File: config.mk
export PLATFORM = sky130hd
export DESIGN_NAME = load_store_unit_flat
export DESIGN_NICKNAME = d
export VERILOG_FILES = /design/src/rtl/load_store_unit_pkg.sv /design/src/rtl/load_store_unit_if.sv /design/src/rtl/load_store_unit_lane.sv /design/src/rtl/load_store_unit.sv /design/src/flat_wrapper.sv
export SDC_FILE = /design/constraint.sdc
export NUM_CORES = 1
export LEC_CHECK = 0
export BUFFER_PORTS_ARGS = -buffer_cell sky130_fd_sc_hd__buf_2
export CAP_MARGIN = 30
export CORE_MARGIN = 2
export CORE_UTILIZATION = 53
export DETAILED_ROUTE_END_ITERATION = 10
export PLACE_DENSITY = 0.79
export SYNTH_ARGS = -nofsm -noshare
export SYNTH_HDL_FRONTEND = slang
export SYNTH_SLANG_ARGS = --single-unit
File: constraint.sdc
create_clock -name clk -period 3.6 [get_ports clk]
set_clock_uncertainty 0.15 [all_clocks]
set_input_delay 0.18 -clock clk [delete_from_list [all_inputs] [get_ports clk]]
set_output_delay 0.18 -clock clk [all_outputs]
set_load 0.01 [all_outputs]
File: src/rtl/load_store_unit_pkg.sv
// Shared types for the load/store unit: size and state encodings,
// the latched request payload and the lane-geometry helpers.
package load_store_unit_pkg;

    localparam int unsigned WORDSIZE = 64;
    localparam int unsigned BYTESIZE = 8;
    localparam int unsigned OFFW     = 3;   // byte offset within a doubleword
    localparam int unsigned SHW      = 6;   // bit-shift amount within a doubleword

    typedef enum logic [1:0] {
        SZ_B = 2'b00,
        SZ_H = 2'b01,
        SZ_W = 2'b10,
        SZ_D = 2'b11
    } lsu_size_e;

    typedef enum logic [1:0] {
        ST_IDLE = 2'b00,
        ST_RD   = 2'b01,
        ST_WR   = 2'b10,
        ST_RESP = 2'b11
    } lsu_state_e;

    // Request fields held from the handshake until the response retires.
    typedef struct packed {
        logic                wr;
        lsu_size_e           size;
        logic                is_signed;
        logic [OFFW-1:0]     offset;
        logic [WORDSIZE-1:0] wdata;
    } lsu_req_t;

    // bytes-1 for the access size; also the low-address alignment mask.
    function automatic logic [OFFW-1:0] size_mask(input lsu_size_e s);
        case (s)
            SZ_B:    return OFFW'(0);
            SZ_H:    return OFFW'(1);
            SZ_W:    return OFFW'(3);
            default: return OFFW'(7);
        endcase
    endfunction

    // WORDSIZE - 8*bytes: distance from the lane's MSB-justified position to bit 0.
    function automatic logic [SHW-1:0] lane_shift(input lsu_size_e s);
        case (s)
            SZ_B:    return SHW'(56);
            SZ_H:    return SHW'(48);
            SZ_W:    return SHW'(32);
            default: return SHW'(0);
        endcase
    endfunction

endpackage

File: src/rtl/load_store_unit_if.sv
// Pipeline request/response handshake plus the data-memory bus.
// master: MEM stage and data memory; slave: the load/store unit.
interface load_store_unit_if;
    import load_store_unit_pkg::*;

    logic                req_valid;
    logic                req_ready;
    logic                req_wr;
    logic [1:0]          req_size;
    logic                req_signed;
    logic [WORDSIZE-1:0] req_addr;
    logic [WORDSIZE-1:0] req_wdata;

    logic                resp_valid;
    logic                resp_ready;
    logic [WORDSIZE-1:0] resp_data;
    logic                resp_err;

    logic [WORDSIZE-1:0] mem_addr;
    logic                mem_rden;
    logic                mem_wren;
    logic [WORDSIZE-1:0] mem_wdata;
    logic [WORDSIZE-1:0] mem_rdata;

    modport master (
        output req_valid, req_wr, req_size, req_signed, req_addr, req_wdata,
        output resp_ready, mem_rdata,
        input  req_ready, resp_valid, resp_data, resp_err,
        input  mem_addr, mem_rden, mem_wren, mem_wdata
    );

    modport slave (
        input  req_valid, req_wr, req_size, req_signed, req_addr, req_wdata,
        input  resp_ready, mem_rdata,
        output req_ready, resp_valid, resp_data, resp_err,
        output mem_addr, mem_rden, mem_wren, mem_wdata
    );

endinterface

File: src/rtl/load_store_unit_lane.sv
// Big-endian lane logic: extracts and extends a sub-word load from a
// doubleword and merges sub-word store data into a doubleword.
module load_store_unit_lane
    import load_store_unit_pkg::*;
(
    input  logic [OFFW-1:0]     offset_i,
    input  lsu_size_e           size_i,
    input  logic                signed_i,
    input  logic [WORDSIZE-1:0] word_i,
    input  logic [WORDSIZE-1:0] wdata_i,
    output logic [WORDSIZE-1:0] load_c_o,
    output logic [WORDSIZE-1:0] merge_c_o
);

    logic [SHW-1:0]      off_sh;
    logic [SHW-1:0]      top_sh;
    logic [WORDSIZE-1:0] lane_up;
    logic [WORDSIZE-1:0] mask;
    logic [WORDSIZE-1:0] ins;

    // Byte o is bits [63-8o -: 8]; shift the lane to the MSB, then back down.
    always_comb begin
        off_sh  = {offset_i, 3'b000};
        top_sh  = lane_shift(size_i);
        lane_up = word_i << off_sh;
        if (signed_i) begin
            load_c_o = WORDSIZE'($signed(lane_up) >>> top_sh);
        end else begin
            load_c_o = lane_up >> top_sh;
        end
        mask      = ({WORDSIZE{1'b1}} << top_sh) >> off_sh;
        ins       = (wdata_i << top_sh) >> off_sh;
        merge_c_o = (word_i & ~mask) | (ins & mask);
    end

endmodule

File: src/rtl/load_store_unit.sv
// Load/store unit between the MEM stage and a big-endian 64-bit data memory.
// Optional build macro LSU_ALIGN_CHECK_EN: when defined, misaligned accesses
// return resp_err; otherwise the offset is truncated to natural alignment.
module load_store_unit
    import load_store_unit_pkg::*;
#(
    parameter int unsigned MEMSIZE = 256
) (
    input  logic              clk,
    input  logic              reset,
    load_store_unit_if.slave  bus
);

    lsu_state_e          state_q, state_d;
    lsu_req_t            req_q, req_d;

    logic                req_ready_q, req_ready_d;
    logic                resp_valid_q, resp_valid_d;
    logic [WORDSIZE-1:0] resp_data_q, resp_data_d;
    logic                resp_err_q, resp_err_d;
    logic [WORDSIZE-1:0] mem_addr_q, mem_addr_d;
    logic                mem_rden_q, mem_rden_d;
    logic                mem_wren_q, mem_wren_d;
    logic [WORDSIZE-1:0] mem_wdata_q, mem_wdata_d;

    lsu_size_e           in_size;
    logic [OFFW-1:0]     in_mask;
    logic [OFFW-1:0]     in_off;
    logic [WORDSIZE-1:0] in_aligned;
    logic                align_err;
    logic                range_err;

    logic [WORDSIZE-1:0] load_c;
    logic [WORDSIZE-1:0] merge_c;

    // Lane extraction/merge works on the word currently returned by memory.
    load_store_unit_lane u_lane (
        .offset_i  (req_q.offset),
        .size_i    (req_q.size),
        .signed_i  (req_q.is_signed),
        .word_i    (bus.mem_rdata),
        .wdata_i   (req_q.wdata),
        .load_c_o  (load_c),
        .merge_c_o (merge_c)
    );

    // Decode the incoming request: effective offset, aligned address, errors.
    always_comb begin
        in_size    = lsu_size_e'(bus.req_size);
        in_mask    = size_mask(in_size);
        in_aligned = {bus.req_addr[WORDSIZE-1:OFFW], OFFW'(0)};
`ifdef LSU_ALIGN_CHECK_EN
        align_err  = |(bus.req_addr[OFFW-1:0] & in_mask);
        in_off     = bus.req_addr[OFFW-1:0];
`else
        align_err  = 1'b0;
        in_off     = bus.req_addr[OFFW-1:0] & ~in_mask;
`endif
        range_err  = in_aligned > WORDSIZE'(MEMSIZE - 8);
    end

    // Next-state and registered-output logic.
    always_comb begin
        state_d      = state_q;
        req_d        = req_q;
        req_ready_d  = req_ready_q;
        resp_valid_d = resp_valid_q;
        resp_data_d  = resp_data_q;
        resp_err_d   = resp_err_q;
        mem_addr_d   = mem_addr_q;
        mem_rden_d   = 1'b0;
        mem_wren_d   = 1'b0;
        mem_wdata_d  = mem_wdata_q;

        case (state_q)
            ST_IDLE: begin
                if (bus.req_valid) begin
                    req_d.wr        = bus.req_wr;
                    req_d.size      = in_size;
                    req_d.is_signed = bus.req_signed;
                    req_d.offset    = in_off;
                    req_d.wdata     = bus.req_wdata;
                    req_ready_d     = 1'b0;
                    if (align_err || range_err) begin
                        state_d      = ST_RESP;
                        resp_valid_d = 1'b1;
                        resp_err_d   = 1'b1;
                        resp_data_d  = '0;
                    end else begin
                        mem_addr_d = in_aligned;
                        if (bus.req_wr && in_size == SZ_D) begin
                            state_d     = ST_WR;
                            mem_wren_d  = 1'b1;
                            mem_wdata_d = bus.req_wdata;
                        end else begin
                            state_d    = ST_RD;
                            mem_rden_d = 1'b1;
                        end
                    end
                end
            end
            ST_RD: begin
                if (req_q.wr) begin
                    state_d     = ST_WR;
                    mem_wren_d  = 1'b1;
                    mem_wdata_d = merge_c;
                end else begin
                    state_d      = ST_RESP;
                    resp_valid_d = 1'b1;
                    resp_err_d   = 1'b0;
                    resp_data_d  = load_c;
                end
            end
            ST_WR: begin
                state_d      = ST_RESP;
                resp_valid_d = 1'b1;
                resp_err_d   = 1'b0;
                resp_data_d  = '0;
            end
            ST_RESP: begin
                if (bus.resp_ready) begin
                    state_d      = ST_IDLE;
                    resp_valid_d = 1'b0;
                    resp_err_d   = 1'b0;
                    resp_data_d  = '0;
                    req_ready_d  = 1'b1;
                end
            end
            default: begin
                state_d     = ST_IDLE;
                req_ready_d = 1'b1;
            end
        endcase
    end

    // State and output registers; reset aborts any in-flight access.
    always_ff @(posedge clk or negedge reset) begin
        if (!reset) begin
            state_q      <= ST_IDLE;
            req_q        <= '0;
            req_ready_q  <= 1'b1;
            resp_valid_q <= 1'b0;
            resp_data_q  <= '0;
            resp_err_q   <= 1'b0;
            mem_addr_q   <= '0;
            mem_rden_q   <= 1'b0;
            mem_wren_q   <= 1'b0;
            mem_wdata_q  <= '0;
        end else begin
            state_q      <= state_d;
            req_q        <= req_d;
            req_ready_q  <= req_ready_d;
            resp_valid_q <= resp_valid_d;
            resp_data_q  <= resp_data_d;
            resp_err_q   <= resp_err_d;
            mem_addr_q   <= mem_addr_d;
            mem_rden_q   <= mem_rden_d;
            mem_wren_q   <= mem_wren_d;
            mem_wdata_q  <= mem_wdata_d;
        end
    end

    assign bus.req_ready  = req_ready_q;
    assign bus.resp_valid = resp_valid_q;
    assign bus.resp_data  = resp_data_q;
    assign bus.resp_err   = resp_err_q;
    assign bus.mem_addr   = mem_addr_q;
    assign bus.mem_rden   = mem_rden_q;
    assign bus.mem_wren   = mem_wren_q;
    assign bus.mem_wdata  = mem_wdata_q;

endmodule

File: src/flat_wrapper.sv
// flat-port wrapper written by rule: the top's interface ports become plain ports
module load_store_unit_flat import load_store_unit_pkg::*;
#(
    parameter int unsigned MEMSIZE = 256
)
  (clk, reset, bus_req_valid, bus_req_wr, bus_req_size, bus_req_signed, bus_req_addr, bus_req_wdata, bus_resp_ready, bus_mem_rdata, bus_req_ready, bus_resp_valid, bus_resp_data, bus_resp_err, bus_mem_addr, bus_mem_rden, bus_mem_wren, bus_mem_wdata);
  load_store_unit_if bus_i ();
  input  logic clk;
  input  logic reset;
  input wire logic [$bits(bus_i.req_valid)-1:0] bus_req_valid;
  input wire logic [$bits(bus_i.req_wr)-1:0] bus_req_wr;
  input wire logic [$bits(bus_i.req_size)-1:0] bus_req_size;
  input wire logic [$bits(bus_i.req_signed)-1:0] bus_req_signed;
  input wire logic [$bits(bus_i.req_addr)-1:0] bus_req_addr;
  input wire logic [$bits(bus_i.req_wdata)-1:0] bus_req_wdata;
  input wire logic [$bits(bus_i.resp_ready)-1:0] bus_resp_ready;
  input wire logic [$bits(bus_i.mem_rdata)-1:0] bus_mem_rdata;
  output wire logic [$bits(bus_i.req_ready)-1:0] bus_req_ready;
  output wire logic [$bits(bus_i.resp_valid)-1:0] bus_resp_valid;
  output wire logic [$bits(bus_i.resp_data)-1:0] bus_resp_data;
  output wire logic [$bits(bus_i.resp_err)-1:0] bus_resp_err;
  output wire logic [$bits(bus_i.mem_addr)-1:0] bus_mem_addr;
  output wire logic [$bits(bus_i.mem_rden)-1:0] bus_mem_rden;
  output wire logic [$bits(bus_i.mem_wren)-1:0] bus_mem_wren;
  output wire logic [$bits(bus_i.mem_wdata)-1:0] bus_mem_wdata;
  assign bus_i.req_valid = bus_req_valid;
  assign bus_i.req_wr = bus_req_wr;
  assign bus_i.req_size = bus_req_size;
  assign bus_i.req_signed = bus_req_signed;
  assign bus_i.req_addr = bus_req_addr;
  assign bus_i.req_wdata = bus_req_wdata;
  assign bus_i.resp_ready = bus_resp_ready;
  assign bus_i.mem_rdata = bus_mem_rdata;
  assign bus_req_ready = bus_i.req_ready;
  assign bus_resp_valid = bus_i.resp_valid;
  assign bus_resp_data = bus_i.resp_data;
  assign bus_resp_err = bus_i.resp_err;
  assign bus_mem_addr = bus_i.mem_addr;
  assign bus_mem_rden = bus_i.mem_rden;
  assign bus_mem_wren = bus_i.mem_wren;
  assign bus_mem_wdata = bus_i.mem_wdata;
  load_store_unit #(.MEMSIZE(MEMSIZE)) u_core (.clk(clk), .reset(reset), .bus(bus_i));
endmodule
==> impl_metrics.json <==
{
  "run_status": "complete, no violations",
  "startpoint_type": "flop",
  "worst-endpoint-required_ps": 3930,
  "grt_first_pass_wirelength_mm": 114,
  "final_antenna_net_count": 0,
  "clk_tree_root_cell": "clkbuf_16",
  "die_y_um": 183,
  "fp_rows": 65,
  "placed_area_um2": 19400,
  "drtIter0Drc": 2640,
  "setup.worst_path.start": "u_core.req_q[65]",
  "groute.usage.overall": 0.453,
  "gr-total-overflow": 0,
  "critPathMaxFanout": 52,
  "number_of_antenna_violations_at_the_first_check_in_global_routing": 2,
  "final_setup_margin_ps": 464,
  "cts_max_path_buffers": 3,
  "drcViolationCount": 0,
  "final_nets": 2483,
  "final_area_um2": 21400,
  "design.die.area_um2": 33400,
  "worstHoldPathType": "in -> reg",
  "setup-tns-final_ps": 0,
  "synth_common_cells": "dfrtp_1, nand2_1, a21oi_1",
  "setup_violations": 0,
  "crit_type": "reg -> reg",
  "cts_resized": 0,
  "max_cap_violations": 0,
  "yosys_warnings": 0,
  "finalNonFillerCells": 2705,
  "drive_above_1_share": 0.315,
  "cp-end-kind": "flop",
  "share_of_the_yosys_chip_area_belonging_to_registers": 0.395,
  "fillCellCount": 2468,
  "min-delay-start": "bus_mem_rdata[1]",
  "synthCells": 1815,
  "synthToLayoutAreaGrowth_pct": 26.4,
  "routed_wirelength_mm": 76.8,
  "leakagePower_uw": 0.00979,
  "synth.cell_area_um2": 16900,
  "grt_start_max_net_pins": 116,
  "floorplan.initialDensity": 0.538,
  "cp_data_arrival_time_ps": 3460,
  "max_slew_margin": 0.337,
  "irDropWorstVdd_mv": 0.638,
  "yosys.cell_count.top_type": "dfrtp_1",
  "clock.fmax_ghz": 0.319,
  "cts.repair_timing.setup_buffer_count": 0,
  "place.detailed.instances": 2545,
  "synth.area.top_cells": "dfrtp_1, mux2_2, mux2i_1",
  "coreArea_um2": 31500,
  "cts_tree": "built",
  "drt_pass1_iterations": 7,
  "port-buffer-count": 393,
  "synth_seq_cells": 267,
  "final_hold_viol_count": 0,
  "fin_crit_sh": 0.871,
  "worst_slew_pin_slew_ps": 995,
  "pre_cts_ws_ps": 674,
  "r2r_start": "u_core.req_q[65]",
  "die_width_um": 183,
  "clk-insertion-delay-late_ps": 570,
  "synth-async-reset-ratio": 1.00,
  "synth_enable_flop_cells": 0,
  "final.hold.worst_slack_ps": 11.4,
  "synth_ff_type": "dfrtp_1",
  "clock_tree.htree_level_count": 1,
  "netlist.area_leader.share": 0.393,
  "tritoncts.num_buffers": 29,
  "synth_area_leader_cell": "dfrtp_1",
  "detailedPlacementHpwl_mm": 55.9,
  "clock-sinks": 267,
  "drv_slew": 0,
  "vias_per_cell": 6.69,
  "clkTransAtPathRegs_ps": 70,
  "post_syn_area_per_cell_um2": 9.32,
  "routedWlPerCell_um": 28.4,
  "first_global_vias": 17700,
  "route.vias.total": 18100,
  "grt_setup_unrepaired": "false",
  "gp_congestion": 1.08,
  "powerDensity_nw_per_um2": 960,
  "netlist-cell-type-count": 85,
  "postCtsHoldBufs": 105,
  "fin_crit_ps": 3140,
  "pin_count": 397
}
[final timing paths]
check | cells past startpoint | to | slack, ps
max | 6 | u_core.bus.mem_wdata[0] | 460
min | 3 | u_core.bus.mem_wdata[1] | 10
max reg2reg | 6 | u_core.bus.mem_wdata[0] | 460
min reg2reg | 1 | u_core.bus.mem_wdata[49] | 330
max in group asynchronous | 3 | u_core.bus.mem_wdata[16] | 2210
min in group asynchronous | 2 | u_core.bus.mem_addr[35] | 130
[worst max-delay path, cell delays in order, from the launching register on]
cell	delay, ps
dfrtp_4	850
or2_2	480
a21oi_1	70
nor4_1	810
mux2i_1	150
and3_1	280
o21ai_0	230
[cell families (layout without fill, tap and decap cells)]
| family | count (synthesis) | in the layout | synth area share |
|---|---|---|---|
| AOI/OAI and AO/OA | 617 | 617 | 0.240 |
| adders and majority gates | 4 | 4 | 0.00296 |
| buffers and inverters | 186 | 671 | 0.0583 |
| DFF | 267 | 267 | 0.395 |
| muxes | 254 | 254 | 0.166 |
| other | 1 | 4 | 0.000222 |
| and+or+nand+nor | 486 | 486 | 0.137 |
[layer usage]
metal  share of wire  vias to the layer above  GRT usage
met3            0.11                      294      0.114
met1            0.39                     8779      0.600
met4           0.068                        2      0.269
met5         0.00012                        -          0
li1                -                     7695          -
met2            0.43                     1316      0.673
[power breakdown]
part / switching (uW) / total (uW) / leakage, uW / internal (uW)
Combinational: 7540 / 12100 / 0.00589 / 4560
Clock: 1300 / 3060 / 0.000467 / 1760
Sequential: 1350 / 5370 / 0.00343 / 4020
[stage by stage]
step           utilization  total power [uW]
6_report             0.679             20500
5_1_grt              0.679             21300
4_1_cts              0.679             19900
3_5_place_dp         0.615             16700
3_3_place_gp         0.615             16700
2_1_floorplan            -             12300
[placed cells by master, fill, tap and decap left out, types with 32 or more instances in the layout]
cell | synthesis | final
a21oi_1 | 155 | 155
a221oi_1 | 35 | 35
a22oi_1 | 32 | 32
and2_1 | 65 | 65
buf_2 | 59 | 392
buf_4 | 29 | 95
dfrtp_1 | 266 | 261
dlygate4sd3_1 | 0 | 105
mux2_2 | 136 | 136
mux2i_1 | 110 | 110
nand2_1 | 206 | 206
nor2_1 | 92 | 92
o21ai_0 | 101 | 101
o21ai_1 | 61 | 61
o22ai_1 | 33 | 33
[flip-flops by register name, indices dropped and copies added, names as in the netlist]
signal,flops
u_core.req_q,71
u_core.bus.resp_data,64
u_core.bus.mem_addr,61
u_core.bus.req_ready,1
u_core.bus.mem_wren,1
u_core.state_q,2
u_core.bus.resp_err,1
u_core.bus.mem_rden,1
u_core.bus.resp_valid,1
u_core.bus.mem_wdata,64
[final cells by class]
type	instances	area (um2)	share of cell area
Multi-Input combinational cell	1364	9280	0.434
Timing Repair Buffer	600	3870	0.181
Sequential cell	267	6700	0.313
Clock inverter	9	115	0.00538
Inverter	17	63.8	0.00298
Clock buffer	45	846	0.0396
Antenna cell	1	2.50	0.000117
Tap cell	402	503	0.0235
Note: power is estimated with default switching activity, not from simulation.
